$ cat src/rtl/mem_port_arbiter.sv
// Two-requester arbiter for the shared 32-bit memory port (0 = fetch, 1 = data).
// Serialises one transaction at a time and aborts any that hangs past TIMEOUT cycles.
module mem_port_arbiter #(
  parameter int          PRIO_MODE = 0,
  parameter logic [15:0] TIMEOUT   = 16'd64
) (
  input  logic        clk,
  input  logic        rst,
  input  logic        req0,
  input  logic [31:0] addr0,
  input  logic [31:0] wdata0,
  input  logic        we0,
  input  logic        req1,
  input  logic [31:0] addr1,
  input  logic [31:0] wdata1,
  input  logic        we1,
  output logic        gnt0,
  output logic        gnt1,
  output logic        done0,
  output logic        done1,
  output logic        err,
  output logic [31:0] rdata,
  output logic        sel,
  output logic        mem_req,
  output logic [31:0] mem_addr,
  output logic [31:0] mem_wdata,
  output logic        mem_we,
  input  logic        mem_ack,
  input  logic [31:0] mem_rdata
);

  typedef enum logic [1:0] {IDLE, BUSY0, BUSY1} state_t;

  state_t      state_reg, state_next;
  logic        sel_reg, sel_next;
  logic        last_reg, last_next;
  logic [15:0] cnt_reg, cnt_next;

  logic busy;
  logic timeout_hit;
  logic finish;
  logic pick1;

  assign busy        = (state_reg != IDLE);
  // A real ack in the final watchdog cycle takes precedence over the abort.
  assign timeout_hit = busy && (TIMEOUT != 16'd0) && !mem_ack &&
                       (cnt_reg == TIMEOUT - 16'd1);
  assign finish      = busy && (mem_ack || timeout_hit);
  // Tie-break: data always wins in fixed mode, otherwise whoever was not served last.
  assign pick1       = (PRIO_MODE != 0) || !last_reg;

  always_ff @(posedge clk) begin
    if (rst) begin
      state_reg <= IDLE;
      sel_reg   <= 1'b0;
      last_reg  <= 1'b1;
      cnt_reg   <= 16'd0;
    end else begin
      state_reg <= state_next;
      sel_reg   <= sel_next;
      last_reg  <= last_next;
      cnt_reg   <= cnt_next;
    end
  end

  always_comb begin
    state_next = state_reg;
    sel_next   = sel_reg;
    last_next  = last_reg;
    cnt_next   = cnt_reg;
    case (state_reg)
      IDLE: begin
        cnt_next = 16'd0;
        if (req0 && req1) begin
          state_next = pick1 ? BUSY1 : BUSY0;
          sel_next   = pick1;
        end else if (req0) begin
          state_next = BUSY0;
          sel_next   = 1'b0;
        end else if (req1) begin
          state_next = BUSY1;
          sel_next   = 1'b1;
        end
      end
      BUSY0, BUSY1: begin
        if (finish) begin
          state_next = IDLE;
          last_next  = (state_reg == BUSY1);
          cnt_next   = 16'd0;
        end else if (cnt_reg != 16'hFFFF) begin
          cnt_next = cnt_reg + 16'd1;
        end
      end
      default: begin
        state_next = IDLE;
      end
    endcase
  end

  assign gnt0      = (state_reg == BUSY0);
  assign gnt1      = (state_reg == BUSY1);
  assign mem_req   = busy;
  assign sel       = sel_reg;
  assign done0     = gnt0 && finish;
  assign done1     = gnt1 && finish;
  assign err       = timeout_hit;
  assign rdata     = mem_rdata;
  assign mem_addr  = sel_reg ? addr1 : addr0;
  assign mem_wdata = sel_reg ? wdata1 : wdata0;
  assign mem_we    = busy && (sel_reg ? we1 : we0);

endmodule

$ cat config.mk
export PLATFORM = sky130hd
export DESIGN_NAME = mem_port_arbiter
export DESIGN_NICKNAME = d
export VERILOG_FILES = /design/src/rtl/mem_port_arbiter.sv
export SDC_FILE = /design/constraint.sdc
export NUM_CORES = 1
export LEC_CHECK = 0
export BUFFER_PORTS_ARGS = -buffer_cell sky130_fd_sc_hd__buf_2
export CORE_AREA = 2 2 106 108
export DETAILED_ROUTE_END_ITERATION = 8
export DIE_AREA = 0 0 108 110
export HOLD_SLACK_MARGIN = 0.12
export PLACE_DENSITY = 0.53
export SKIP_LAST_GASP = 1
export SYNTH_ARGS = -nofsm -noshare
export SYNTH_HDL_FRONTEND = slang
export SYNTH_SLANG_ARGS = --single-unit
$ cat constraint.sdc
create_clock -name clk -period 5.22 [get_ports clk]
set_clock_uncertainty 0.2 [all_clocks]
set_input_delay 0.261 -clock clk [delete_from_list [all_inputs] [get_ports clk]]
set_output_delay 0.261 -clock clk [all_outputs]
set_load 0.02 [all_outputs]
==> run_results.csv <==
group,metric,value,unit
critical_path,path_max_fanout,13,
final_layout,fin_util,30.1,%
sta,fin_crit_sh,48.1,%
detailed_routing,vias,2643,
synth,yosysTopAreaCellShare,32.2,%
sta,worstMarginPinSlew,0.989,ns
worst_hold_path,min_path_type,"in2reg",
sta,rsz0062_at_grt,"no",
clock_network,clk_latency,0.26,ns
detailed_routing,wire_per_inst,15.8,um
placement,place_area,3160,sq um
sta,setup_tns,0,ns
synth,syn_area_per_cell,8.41,sq um
detailed_routing,first_pass_iters,5,
final_layout,design_area,3220,sq um
detailed_routing,drcViolationCount,0,
final_layout,multiInputGateArea,1510,sq um
clock_network,cts_root_buf,"clkbuf_8",
synth,synthDistinctLibCells,48,
critical_path,cp_top_family,"compound AO/OA/AOI/OAI gates",
clock_network,cts_buffer_depth,2,
clock_network,tritoncts,"built",
synth,ys_warn_count,0,
sta,finalHoldViolations,0,
critical_path,path_cells,"inv_1, ha_1, nor3_1, and3_4, a21oi_1, o21ai_0, a31oi_1",
clock_network,postCtsSetupBuffers,0,
power,irDropWorstVdd,0.108,mV
power,p_per_area,196,nW/um^2
final_layout,syn2layout_area_growth,44.1,%
detailed_routing,drtIter0Drc,116,
synth,yosysTopAreaCell,"mux2_2",
power,power.total,0.000631,W
sta,setup_viol,0,
synth,syn_nets,437,
placement,hpwl,7.79,mm
clock_network,cts_hold_buf,0,
clock_network,htree_levels,1,
detailed_routing,drtAntennaViolNets,0,
final_layout,final_nets,606,
clock_network,cts_inserted_buffers,3,
global_route,antenna_found_initial,4,
sta,hold_ws,0.150,ns
placement,place_congestion,0.852,
synth,async_reset_ff_share,0,%
critical_path,crit_arrival,2.50,ns
floorplanning,die_w,108,um
sta,finalCriticalPeriod,2.51,ns
synth,synth_edf_count,0,
global_route,grt-ovfl-total,0,
floorplanning,start_util,20.9,%
synth,ys_seq_area_share,17.9,%
floorplanning,dieArea,11900,sq um
run_status,status,"complete, no violations",
floorplanning,die_y,110,um
critical_path,critPathKind,"reg2reg",
global_route,grt_max_degree,62,
final_layout,seq_area,402,sq um
global_route,grt_pass1_wl,12.2,mm
critical_path,required,5.21,ns
critical_path,start_kind,"flip-flop",
synth,syn_inst,266,
synth,synth-seq-cells,20,
detailed_routing,totalWireLength,9.11,mm
global_route,grt_pass1_vias,2255,
final_layout,largest_reg_flops,16,
synth,synthesis.area,2240,sq um
flow_run,drv_cap,0,
sta,slew_headroom,34.1,%
clock_network,numClockSinks,20,
floorplanning,io_pins,271,
critical_path,crit_slowest_cell,"a21oi_1",
detailed_routing,vias_per_cell,4.59,
floorplanning,rows,38,
floorplanning,core_area,10700,sq um
critical_path,slowest_delay,0.78,ns
critical_path,cp-end-kind,"flip-flop",
synth,synthFlopType,"dfxtp_1",
placement,port-buffer-count,206,
final_layout,fillers,1154,
sta,final_max_slew_viol_count,0,
synth,synth.area.top_cells,"mux2_2, dfxtp_1, buf_4",
final_layout,layout-drive-gt1-share,65.2,%
clock_network,ctsResizeCount,0,
power,p_leak,1.51,nW
clock_network,clk_pin_slew_worst_paths,0.08,ns
global_route,track_usage,13.4,%
critical_path,crit_buf_inv,1,
sta,max_freq,0.398,GHz
worst paths after layout:
path	startpoint	cells after the start	to	slack, ns
setup / recovery	state_reg[0]$_SDFFE_PP0P_	7	cnt_reg[13]$_SDFFE_PP0P_	2.71
hold / removal	rst	2	sel$_SDFFE_PP0P_	0.15
setup reg to reg	state_reg[0]$_SDFFE_PP0P_	7	cnt_reg[13]$_SDFFE_PP0P_	2.71
hold reg to reg	state_reg[1]$_SDFFE_PP0P_	2	state_reg[1]$_SDFFE_PP0P_	0.31
synth_stat cells, types with 2 or more instances:
| cell | n |
|---|---|
| a31oi_1 | 7 |
| nor4_1 | 3 |
| nor2b_1 | 2 |
| dfxtp_1 | 20 |
| buf_2 | 6 |
| o211ai_1 | 2 |
| and3_4 | 2 |
| mux2i_1 | 2 |
| o21ai_0 | 11 |
| nand4_1 | 5 |
| ha_1 | 4 |
| clkbuf_1 | 5 |
| buf_4 | 32 |
| a21oi_1 | 14 |
| nor2_1 | 13 |
| nand3_1 | 10 |
| mux2_2 | 64 |
| nand2_1 | 14 |
| and3_1 | 2 |
| or3_1 | 2 |
| inv_1 | 11 |
| nor3_1 | 9 |
cells by family (layout without fill, tap and decap cells):
| logic type | after synthesis | in the layout | synth area share, % |
|---|---|---|---|
| adders and majority gates | 4 | 4 | 2.24 |
| buffers and inverters | 54 | 222 | 14.8 |
| muxes | 66 | 66 | 33.1 |
| AOI/OAI and AO/OA | 50 | 50 | 14.5 |
| other | 0 | 2 | 0 |
| DFF | 20 | 20 | 17.9 |
| and+or+nand+nor | 72 | 72 | 17.5 |
area by class of cell:
class	instances	share of cell area (%)
tap	140	5.43
clock buffer	4	1.71
multi-input combinational	192	46.7
sequential	20	12.5
inverter	11	1.28
antenna	2	0.155
timing repair buffer	207	32.2
power by group:
part | total (W) | internal [W] | leakage, nW | switching [W]
Clock | 0.000121 | 0.0000672 | 0.0288 | 0.0000540
Combinational | 0.000346 | 0.000149 | 1.32 | 0.000198
Sequential | 0.000164 | 0.000158 | 0.162 | 0.00000579
Total | 0.000631 | 0.000374 | 1.51 | 0.000258
cell usage in the layout, fill, tap and decap left out, drive strengths merged, types with 6 or more instances in the layout:
cell,instances
buf,207
mux2,64
a31oi,7
nor3,9
nand3,11
nand2,14
dfxtp,20
inv,11
nand4,6
a21oi,14
nor2,13
o21ai,13
through the flow:
step                std cells  worst slack (ns)
global placement          570              2.82
floorplan                 266              3.02
global route              574              2.42
detailed placement        570              2.77
CTS                       574              2.72
finish                    576              2.71
worst reg2reg max path, cell delays in order (launching register included):
cell	delay [ns]
dfxtp_1	0.33
inv_1	0.08
ha_1	0.33
nor3_1	0.11
and3_4	0.21
a21oi_1	0.78
o21ai_0	0.21
a31oi_1	0.20
per-layer routing:
| metal | share of wire, % | track usage, % | up-vias | wire length [um] |
|---|---|---|---|---|
| li1 | - | - | 1291 | - |
| met1 | 41 | 17.6 | 1205 | 3730 |
| met2 | 46 | 21.1 | 134 | 4230 |
| met3 | 11 | 4.64 | 9 | 1050 |
| met4 | 0.86 | 3.02 | 4 | 78 |
| met5 | 0.25 | 0 | - | 23 |
(Power assumes the default switching activity.)
